[config.mk]
export PLATFORM = sky130hd
export DESIGN_NAME = counter_handshake_arbiter
export DESIGN_NICKNAME = d
export VERILOG_FILES = /design/src/rtl/counter_handshake_arbiter.sv
export SDC_FILE = /design/constraint.sdc
export NUM_CORES = 1
export LEC_CHECK = 0
export CAP_MARGIN = 20
export CORE_ASPECT_RATIO = 0.6
export CORE_MARGIN = 1.5
export CORE_UTILIZATION = 55
export CTS_CLUSTER_SIZE = 14
export DETAILED_ROUTE_END_ITERATION = 8
export HOLD_SLACK_MARGIN = 0.02
export PLACE_DENSITY = 0.82
export SLEW_MARGIN = 20
export SYNTH_ARGS = -nofsm -noshare
export SYNTH_HDL_FRONTEND = slang
export SYNTH_SLANG_ARGS = --single-unit
[constraint.sdc]
create_clock -name clk -period 4.6 [get_ports clk]
set_input_delay 0.46 -clock clk [delete_from_list [all_inputs] [get_ports clk]]
set_output_delay 0.46 -clock clk [all_outputs]
set_load 0.02 [all_outputs]
[src/rtl/counter_handshake_arbiter.sv]
// Round-robin arbiter that lends one asynchronous dual-rail 2-bit counter to
// several clocked clients. Each grant runs one 4-phase req/ack cycle and
// returns the decoded count to the granted client with a done pulse.
module counter_handshake_arbiter #(
    parameter int NUM_REQ     = 4,
    parameter int TIMEOUT     = 64,
    parameter int SYNC_STAGES = 2
) (
    input  logic               clk,
    input  logic               rst,
    input  logic [NUM_REQ-1:0] cli_req,
    output logic [NUM_REQ-1:0] cli_grant,
    output logic [NUM_REQ-1:0] cli_done,
    output logic [1:0]         cli_value,
    output logic               cli_err,
    output logic               req,
    input  logic               ack,
    input  logic               a0,
    input  logic               a1,
    input  logic               b0,
    input  logic               b1
);

    localparam int         PW        = (NUM_REQ > 1) ? $clog2(NUM_REQ) : 1;
    localparam logic [7:0] TMAX      = 8'(TIMEOUT - 1);
    localparam logic [1:0] HOLD_INIT = 2'(SYNC_STAGES);

    typedef enum logic [1:0] {IDLE, RISE, FALL, DONE} state_t;

    state_t             state, state_n;
    logic [4:0]         sync_q [SYNC_STAGES];
    logic               ack_s, a0_s, a1_s, b0_s, b1_s;
    logic               a_valid, b_valid, a_ill, b_ill;
    logic [PW-1:0]      ptr, win, win_next;
    logic               found;
    logic [PW:0]        cand;
    logic [7:0]         tmr;
    logic               tmo;
    logic [1:0]         hold;
    logic [NUM_REQ-1:0] grant_q;
    logic [1:0]         val_q;
    logic               err_q;
    logic               start, lat_val, set_err;

    // Synchronizer chains for the asynchronous handshake and rail inputs
    always_ff @(posedge clk) begin
        if (rst) begin
            for (int unsigned i = 0; i < SYNC_STAGES; i++) sync_q[i] <= '0;
        end else begin
            sync_q[0] <= {ack, a0, a1, b0, b1};
            for (int unsigned i = 1; i < SYNC_STAGES; i++) sync_q[i] <= sync_q[i-1];
        end
    end

    assign {ack_s, a0_s, a1_s, b0_s, b1_s} = sync_q[SYNC_STAGES-1];
    assign a_valid = a0_s ^ a1_s;
    assign b_valid = b0_s ^ b1_s;
    assign a_ill   = a0_s & a1_s;
    assign b_ill   = b0_s & b1_s;

    // Round-robin scan starting at the pointer, wrapping at NUM_REQ
    always_comb begin
        found = 1'b0;
        win   = '0;
        cand  = '0;
        for (int unsigned i = 0; i < NUM_REQ; i++) begin
            cand = {1'b0, ptr} + (PW+1)'(i);
            if (cand >= (PW+1)'(NUM_REQ)) cand = cand - (PW+1)'(NUM_REQ);
            if (!found && cli_req[cand[PW-1:0]]) begin
                found = 1'b1;
                win   = cand[PW-1:0];
            end
        end
        win_next = (win == PW'(NUM_REQ - 1)) ? '0 : win + 1'b1;
    end

    assign tmo = (tmr == TMAX);

    // Next-state and per-transition control strobes
    always_comb begin
        state_n = state;
        start   = 1'b0;
        lat_val = 1'b0;
        set_err = 1'b0;
        case (state)
            IDLE: begin
                // the hold window covers the synchronizer refill after reset,
                // so a counter still acknowledging is never mistaken for idle
                if (hold == '0 && !ack_s && found) begin
                    state_n = RISE;
                    start   = 1'b1;
                end
            end
            RISE: begin
                if (ack_s && (a_ill || b_ill)) begin
                    state_n = FALL;
                    set_err = 1'b1;
                end else if (ack_s && a_valid && b_valid) begin
                    state_n = FALL;
                    lat_val = 1'b1;
                end else if (tmo) begin
                    state_n = FALL;
                    set_err = 1'b1;
                end
            end
            FALL: begin
                if (!ack_s) begin
                    state_n = DONE;
                end else if (tmo) begin
                    state_n = DONE;
                    set_err = 1'b1;
                end
            end
            DONE:    state_n = IDLE;
            default: state_n = IDLE;
        endcase
    end

    // State register, grant/pointer bookkeeping and result capture
    always_ff @(posedge clk) begin
        if (rst) begin
            state   <= IDLE;
            ptr     <= '0;
            grant_q <= '0;
            req     <= 1'b0;
            val_q   <= '0;
            err_q   <= 1'b0;
        end else begin
            state <= state_n;
            req   <= (state_n == RISE);
            if (start) begin
                grant_q <= NUM_REQ'(1) << win;
                ptr     <= win_next;
                val_q   <= '0;
                err_q   <= 1'b0;
            end
            if (lat_val) val_q <= {b1_s, a1_s};
            if (set_err) err_q <= 1'b1;
            if (state == DONE) grant_q <= '0;
        end
    end

    // Per-state timeout counter, cleared on every state change
    always_ff @(posedge clk) begin
        if (rst || state_n != state) tmr <= '0;
        else if (!tmo)               tmr <= tmr + 1'b1;
    end

    // Post-reset grant hold-off while the synchronizers refill
    always_ff @(posedge clk) begin
        if (rst)             hold <= HOLD_INIT;
        else if (hold != '0) hold <= hold - 1'b1;
    end

    assign cli_grant = grant_q;
    assign cli_done  = (state == DONE) ? grant_q : '0;
    assign cli_value = (state == DONE) ? val_q : '0;
    assign cli_err   = (state == DONE) && err_q;

endmodule

# Word level (Yosys, flattened, before mapping)
# Memories as Yosys holds them, arrays and structs flattened.
# Index checks and enable logic that the tools add are counted.
# classes
n_addsub	10
order_cmp	8
n_eq_ne	7
n_shift	1
mux	49
bitwise	6
reduce_logical	21
# ops
op	n
two-way mux 2 bit	18
two-way mux 1 bit	22
< comparator 2 x 3 -> 1 bit (second input constant)	4
two-way mux 5 bit	2
subtractor 2 x 1 -> 2 bit (second input constant)	5
>= comparator 3 bit (second input constant)	3
logical AND 1 bit	9
adder 8 x 1 -> 8 bit (second input constant)	1
binary-select mux 1 bit (select 2 bit)	4
equality test 8 x 6 -> 1 bit (second input constant)	1
case mux 2 bit (4 select lines)	1
adder 2 x 2 -> 3 bit (second input constant)	2
equality test 2 bit (second input constant)	3
nonzero test 2 bit	3
equality test 2 x 1 -> 1 bit (second input constant)	2
zero test 1 bit	4
zero test 2 bit	2
two-way mux 4 bit	1
left shift 1 x 2 -> 4 bit (first input constant)	1
adder 2 x 1 -> 3 bit (second input constant)	1
>= comparator 2 x 3 -> 1 bit (second input constant)	1
adder 2 x 1 -> 2 bit (second input constant)	1
AND 1 bit	2
logical OR 1 bit	2
5 further kinds	7
# totals
register_bits	22
ramBits	10
input_bits	11
out_inout_bits	12
word_cells	111
mem_count	1
# mem_list
memory	depth	word_bits	rd	rd_ports_with_merged_regs	wr	line_no	text
sync_q	2	5	2	0	2	31	logic [4:0] sync_q [SYNC_STAGES];

# Longest topological paths before layout
# Gate-level depths: netlist of the first run.
# logic_depth
depth_word	19
ltp_mapped	7
depth_no_buf	7

# Worst setup path after synthesis of the first run
# Ideal clock, no wire load.
# synth_path
path_type	register -> register
from	register tmr[0]
to	register tmr[0]
setup_ns	0.139
arrival_time_ns	1.814
required_ns	4.461
slack_ns	2.647
stages_incl_launch_ff	7
path_buffers	1
synth_period_minus_slack_ns	1.953
cell_sequence	dfxtp_1 ha_1 or3b_1 buf_2 o221a_2 o311ai_4 nor3_1
# synth_between
elab_chain_len	7
elab_cells_between_ends	10
cone_classes	1 x add/sub; 2 x eq/ne; 6 x mux; 1 x reduce/logical
# synth_rtl
item	line_no	text
start: declaration	37	logic [7:0] tmr;
start signal: assignment	146	else if (!tmo) tmr <= tmr + 1'b1;
equality test 8 x 6 -> 1 bit	77	assign tmo = (tmr == TMAX);
two-way mux 2 bit	101	end else if (tmo) begin
two-way mux 2 bit	98	end else if (ack_s && a_valid && b_valid) begin
two-way mux 2 bit	95	if (ack_s && (a_ill || b_ill)) begin
case mux 2 bit (4 select lines)	85	case (state)
inequality test 2 bit	145	if (rst || state_n != state) tmr <= '0;
logical OR 1 bit	145	
# Several ways; a longest one is shown, not always the timed one.
# A chain may end at the register's enable or synchronous reset.

# Worst setup path after layout of the first run
# layout_path
from	register state[1]
to	output port cli_done[3]
# layout_between
elab_chain_len	2
# layout_rtl
item	line_no	text
start: declaration	30	state_t state, state_n;
start signal: assignment	129	state <= state_n;
equality test 2 bit	156	assign cli_done = (state == DONE) ? grant_q : '0;
two-way mux 4 bit	156	
end: declaration	13	output logic [NUM_REQ-1:0] cli_done,
# No other way between the ends.

==> results of run 1 <==
[critical path, stage by stage, from the launching register on]
cell	delay, ps
dfxtp_1	490
ha_1	410
and2_1	180
clkdlybuf4s50_1	600
[sequential cells by signal (all words and copies together) (netlist names)]
name and cells:
sync_q 10, tmr 8, cli_grant 4, hold 2, ptr 2, state 2
val_q 2, err_q 1, req 1
[per-layer routing]
metal  vias to the layer above  GRT usage
met3                         6     0.0841
met4                         0      0.100
met5                         -          0
li1                        699          -
met2                        54      0.377
met1                       661      0.315
[through the flow]
stage | area (µm²) | utilization | instances | total power [mW]
floorplan | 1660 | - | 182 | 0.505
global placement | 1900 | 0.663 | 240 | 0.553
detailed placement | 1900 | 0.663 | 240 | 0.574
CTS | 2010 | 0.701 | 248 | 0.834
global route | 2010 | 0.701 | 248 | 0.882
finish | 2010 | 0.701 | 248 | 0.833
[power groups by stage]
stage / logic [mW] / clock network, mW / registers (mW)
after floorplan: 0.160 / 0 / 0.344
after global placement: 0.212 / 0 / 0.341
after detailed placement: 0.231 / 0 / 0.343
after CTS: 0.233 / 0.264 / 0.337
after global routing: 0.259 / 0.281 / 0.342
final: 0.233 / 0.262 / 0.338
[placed cells by master (no fill, tap or decap), types with 2 or more instances in the layout]
| cell type | netlist | final |
|---|---|---|
| dfxtp_1 | 32 | 32 |
| and3_1 | 2 | 2 |
| nand3_1 | 5 | 5 |
| ha_1 | 13 | 13 |
| xor2_1 | 3 | 3 |
| o211ai_1 | 4 | 4 |
| and2_1 | 7 | 7 |
| or2_2 | 2 | 2 |
| a41oi_1 | 2 | 2 |
| mux2i_1 | 8 | 8 |
| nor4_1 | 2 | 2 |
| o22a_1 | 2 | 2 |
| nor2_1 | 7 | 7 |
| nand2b_1 | 2 | 2 |
| nand2_1 | 12 | 12 |
| nor2b_1 | 12 | 12 |
| clkdlybuf4s50_1 | 0 | 22 |
| inv_1 | 9 | 9 |
| or4_1 | 2 | 2 |
| nor3_1 | 12 | 12 |
| nand4_1 | 2 | 2 |
| a211oi_1 | 2 | 2 |
| o21ai_0 | 5 | 5 |
| a21oi_1 | 10 | 10 |
| clkbuf_8 | 0 | 5 |
[cell type report]
class                           instances  area share
Inverter                                9      0.0168
Multi-Input combinational cell        135       0.476
Timing Repair Buffer                   22       0.109
Sequential cell                        32       0.318
Tap cell                               42      0.0261
Clock buffer                            6      0.0361
Clock inverter                          2      0.0174
[final timing paths]
| path | start | to | slack [ps] | cells past startpoint |
|---|---|---|---|---|
| setup / recovery | state[1] | cli_done[3] | 2190 | 3 |
| hold / removal | sync_q[0][4] | sync_q[0][9] | 450 | 1 |
| setup reg to reg | tmr[0] | tmr[1] | 2330 | 5 |
| hold reg to reg | sync_q[0][4] | sync_q[0][9] | 450 | 1 |
[kinds of logic (layout without fill, tap and decap cells)]
kind of cell,count (synthesis),after routing
AOI/OAI and AO/OA,37,37
xor gates and xnor gates,3,3
adders and majority gates,13,13
buffers and inverters,15,39
DFF,32,32
muxes,8,8
and+or+nand+nor,74,74
==> key figures, run 1 <==
Synthesis
  – Post-synth EDFFs: 0
  – Synth top area cells: dfxtp_1 39%, ha_1 9.8%, mux2i_1 4.8%, nor2b_1 4.5%, nor3_1 3.6%
  – Synth Warn #: 0
  – Share of the synthesized area in the top cell type: 0.387
  – Top FF cell, synth: dfxtp_1
  – Post-Synth Simple-Gate Area: 0.248
  – Largest family of logic cells by synthesized area: simple AND/OR/NAND/NOR gates
  – Yosys cell types: 44
  – Post-Syn Area per Cell: between 9 and 10 µm²
  – Post-synthesis adder-cell area fraction: 0.0982
  – Seq/Total Area, Yosys: 0.387
  – Gate Count Post-Synth: 182
  – XOR/XNOR share of the synthesized area: 0.0159
  – Post-synthesis register bit count: 32
  – Most frequent cell after synthesis: dfxtp_1
  – Compound-cell area share of the yosys netlist: 0.167
  – Commonest cells post-synth: 32 x dfxtp_1, 13 x ha_1, 12 x nand2_1, 12 x nor2b_1, 12 x nor3_1
  – Asr flop ratio synth: 0
  – Synthesized area: about 0.0017 mm²
  – Area leader, netlist: dfxtp_1
  – Syn Nets: slightly above 200
  – Multiplexer area fraction after synthesis: 0.0483

Pwr
  – Internal power: around 570 µW
  – Sw Share: 0.313
  – Reg power frac: 0.406
  – Clock power share: 0.314
  – Comb pwr share: 0.280
  – Switch Pwr: 261 µW
  – Pwr Density: just over 400 mW/mm²
  – LEAKAGE: 0.756 nW
  – Max IR drop VDD: roughly 260 µV

Final layout
  – Area taken by multi-input logic gates: ~960 µm²
  – Nets: ~230
  – Layout cells sized above 1: 0.0631
  – Register area: 641 µm²
  – # fillers: 217
  – Antenna cells: 0
  – P&R area growth vs syn: 21.5%

Timing
  – Fin Hold WS: 450 ps
  – Layout Skew: ~3.7 ps
  – Worst-Margin Slew: 835 ps
  – Unrepaired setup endpoints after global routing: no
  – Fmax: slightly above 400 MHz
  – Final period util: 0.525
  – Minimum clock period: between 2000 and 2500 ps
  – Final WS setup: 2190 ps
  – Final slew viol count: 0
  – Final count of hold timing violations: 0
  – Relative slew slack: 0.441
  – Final setup vio count: 0
  – TNS Setup: 0 ps

Outcome
  – Status: completed

Die
  – Die area: approximately 0.0034 mm²
  – Io pins: 23
  – Die Ht: around 46 µm
  – Core ar.: between 0.002 and 0.003 mm²
  – Die X: ~74 µm
  – Initial Util: 0.577
  – Row count: 15

Route
  – Top sig layer: met4
  – Initial DRC count: roughly 170
  – WL final: approximately 3600 µm
  – Drt via density: ~5.7
  – DRC: 0
  – TritonRoute pass-1 iters: 4
  – M1 WL: about 1600 µm
  – Met2 wire length: about 1700 µm
  – Detail Route Antenna Nets: 0
  – Routed wl met3: approximately 240 µm
  – Via count: 1420
  – Routed wire per std cell: around 15 µm

GRT
  – Global Route Usage Sum: 0.244
  – Largest net degree at the start of global routing: 26
  – Initial antenna violation count: 0
  – First-pass GRT wire length: a little under 6000 µm
  – Number of global-route vias before repair: roughly 1300
  – Grt ovf: 0

CTS
  – Clock slew at reported path FFs: 70 ps
  – H-tree depth: 2
  – Post-cts resize count: 0
  – Root Driver: clkbuf_8
  – Postcts setup bufs: 0
  – Clock Latency Late Sink: about 280 ps
  – CTS tree: done
  – CTS Buffer Depth: 2
  – Total CTS buffers: 5
  – Clock sink count: 32
  – Hold-fix buffers, CTS: 0

Flow run
  – Max-cap violations: 0

Min path
  – HP Class: flip-flop to flip-flop

Placement
  – DPL Wire Length: 2860 µm
  – Port bufs: 22
  – Placer Congestion: 0.837
  – Setup slack at placement: about 2100 ps

Worst setup path
  – CP Class: flip-flop to primary output
  – Type of origin of the critical path: flip-flop
  – CP Data Arrival Time: 1950 ps
  – Setup crit end kind: primary output
  – CP Data Required Time: around 4100 ps
  – Crit Path Max Fanout: 11
(Power assumes the default switching activity.)
==> run 2: changes to the inputs <==
--- a/config.mk
+++ b/config.mk
@@ -8,11 +8,11 @@
 export CAP_MARGIN = 20
 export CORE_ASPECT_RATIO = 0.6
 export CORE_MARGIN = 1.5
-export CORE_UTILIZATION = 55
+export CORE_UTILIZATION = 54
 export CTS_CLUSTER_SIZE = 14
 export DETAILED_ROUTE_END_ITERATION = 8
 export HOLD_SLACK_MARGIN = 0.02
-export PLACE_DENSITY = 0.82
+export PLACE_DENSITY = 0.81
 export SLEW_MARGIN = 20
 export SYNTH_ARGS = -nofsm -noshare
 export SYNTH_HDL_FRONTEND = slang
==> constraint.sdc (replaced) <==
create_clock -name clk -period 2.3 [get_ports clk]
set_input_delay 0.23 -clock clk [delete_from_list [all_inputs] [get_ports clk]]
set_output_delay 0.23 -clock clk [all_outputs]
set_load 0.02 [all_outputs]
==> key figures, run 2 (synthesis gave the netlist of run 1 again) <==
Final layout
  – Commonest non-fill, non-tap cell in the layout: dfxtp_1 (unchanged)
  – Most frequent cells in the layout: 32 x dfxtp_1, 22 x clkdlybuf4s50_1, 13 x ha_1 (unchanged)
  – Nets: 233 (was 229)
  – Number of flip-flops in the largest register: 10 (unchanged)
  – Core Util, Final: 0.696 (was 0.701)
  – Antenna cells: 0 (unchanged)
  – P&R area growth vs syn: 21.5% (unchanged)
  – Finished Cell Area: 0.00201 mm² (unchanged)
  – Layout cells sized above 1: 0.0766 (was 0.0631)
  – Finished Layout Cells: 251 (was 248)
  – Biggest register: sync_q (unchanged)

CTS
  – CTS Buffer Depth: 2 (unchanged)
  – Post-cts resize count: 0 (unchanged)
  – Clock slew at reported path FFs: 70 ps (about the same)
  – Postcts setup bufs: 0 (unchanged)
  – Total CTS buffers: 5 (unchanged)
  – Clock sink count: 32 (unchanged)
  – H-tree depth: 2 (unchanged)
  – Root Driver: clkbuf_8 (unchanged)
  – Hold-fix buffers, CTS: 0 (unchanged)
  – CTS tree: done (unchanged)
  – Clock Latency Late Sink: 290 ps (was 280 ps)

GRT
  – Number of global-route vias before repair: 1287 (was 1302)
  – First-pass GRT wire length: 5700 µm (was 5970 µm)
  – Largest net degree at the start of global routing: 25 (was 26)
  – Global Route Usage Sum: 0.229 (was 0.244)
  – Grt ovf: 0 (unchanged)
  – Initial antenna violation count: 0 (unchanged)

Placement
  – DP Area: 0.00193 mm² (was 0.00190 mm²)
  – Setup slack at placement: 88.0 ps (was 2080 ps)
  – Placed cells: 244 (was 240)
  – DPL Wire Length: 2630 µm (was 2860 µm)
  – Placer Congestion: 0.921 (was 0.837)
  – Port bufs: 22 (unchanged)

Outcome
  – Status: completed (unchanged)

Timing
  – TNS Setup: 0 ps (unchanged)
  – Unrepaired setup endpoints after global routing: no (unchanged)
  – Minimum clock period: 2200 ps
  – Final WS setup: 103 ps (was 2190 ps)
  – Final period util: 0.955
  – Final setup vio count: 0 (unchanged)
  – Final slew viol count: 0 (unchanged)
  – Relative slew slack: 0.590 (was 0.441)
  – Fmax: around 460 MHz
  – Worst-Margin Slew: 615 ps (was 835 ps)
  – Layout Skew: 10.8 ps (was 3.67 ps)
  – Final count of hold timing violations: 0 (unchanged)

Die
  – Io pins: 23 (unchanged)
  – Die Ht: 45.9 µm (was 45.5 µm)
  – Initial Util: 0.573 (was 0.577)
  – Die area: 0.00342 mm² (was 0.00336 mm²)
  – Die X: 74.5 µm (was 73.9 µm)
  – Core ar.: 0.00289 mm² (was 0.00287 mm²)
  – Row count: 15 (unchanged)

Route
  – Via count: 1405 (was 1420)
  – Drt via density: 5.60 (was 5.73)
  – DRC: 0 (unchanged)
  – Routed wire per std cell: 13.9 µm (was 14.6 µm)
  – TritonRoute pass-1 iters: 4 (unchanged)
  – Initial DRC count: 113 (was 173)
  – WL final: 3480 µm (was 3620 µm)
  – Detail Route Antenna Nets: 0 (unchanged)

Worst setup path
  – CP Class: flip-flop to primary output (unchanged)
  – Type of origin of the critical path: flip-flop (unchanged)
  – CP Cell Sequence: ha_1 -> and2_1 -> clkdlybuf4s50_1 (unchanged)
  – Delay-heaviest family, CP: buffers and inverters (unchanged)
  – Critical path's slowest cell: clkdlybuf4s50_1 (unchanged)
  – CP max stage delay: 600 ps (about the same)
  – Crit Path Max Fanout: 11 (unchanged)
  – Setup crit end kind: primary output (unchanged)
  – CP Data Required Time: 2070 ps (was 4140 ps)
  – Worst Path Buf+Inv: 1 (unchanged)
  – CP Data Arrival Time: 1970 ps (was 1950 ps)

Min path
  – HP Class: flip-flop to flip-flop (unchanged)

Pwr
  – Max IR drop VDD: 496 µV (was 262 µV)
  – LEAKAGE: 0.761 nW (was 0.756 nW)
  – Pwr Density: 764 mW/mm² (was 414 mW/mm²)

Flow run
  – Max-cap violations: 0 (unchanged)
==> run 2: changes by cell type in the layout (fill, tap and decap cells not counted), sizes merged <==
cell / delta
buf: +4
bufinv: -1
==> run 2: layer usage <==
metal / global-route usage / vias to the layer above / routed length (µm)
li1: - / 705 / -
met1: 0.301 / 648 / 1640
met2: 0.341 / 45 / 1620
met3: 0.0708 / 7 / 188
met4: 0.116 / 0 / 30
met5: 0 / - / 0
==> run 2: power by group <==
| group | switching (mW) | internal, mW |
|---|---|---|
| Combinational | 0.252 | 0.208 |
| Clock | 0.198 | 0.205 |
| Sequential | 0.0512 | 0.622 |
==> run 2: area by class of cell <==
cell class	count	area, µm²
clock inverter	1	5.00
timing repair buffer	26	250
sequential	32	641
fill	238	878
clock buffer	6	72.6
tap	42	52.6
multi-input combinational	135	957
inverter	9	33.8
==> run 2: path summary, 6_finish.rpt <==
path,slack (ps),depth (start not counted),to,startpoint
worst min register to register,440,1,sync_q[0][5],sync_q[0][0]
worst max-delay path,100,3,cli_value[0],state[1]
worst min-delay path,440,1,sync_q[0][5],sync_q[0][0]
worst max register to register,140,6,tmr[4],tmr[0]
==> run 2: worst register-to-register path, cell delays in order (launching register included) <==
cell and delay, ps:
dfxtp_1 400, ha_1 270, or3b_1 430, buf_4 180, o21ai_0 260, o2bb2ai_1 360
nor3_1 110
==> run 2: metrics by stage <==
stage               hold WS (ps)  power, mW
floorplan                    358       1.01
global placement             417       1.12
detailed placement           427       1.14
CTS                          442       1.55
global route                 462       1.63
finish                       438       1.54
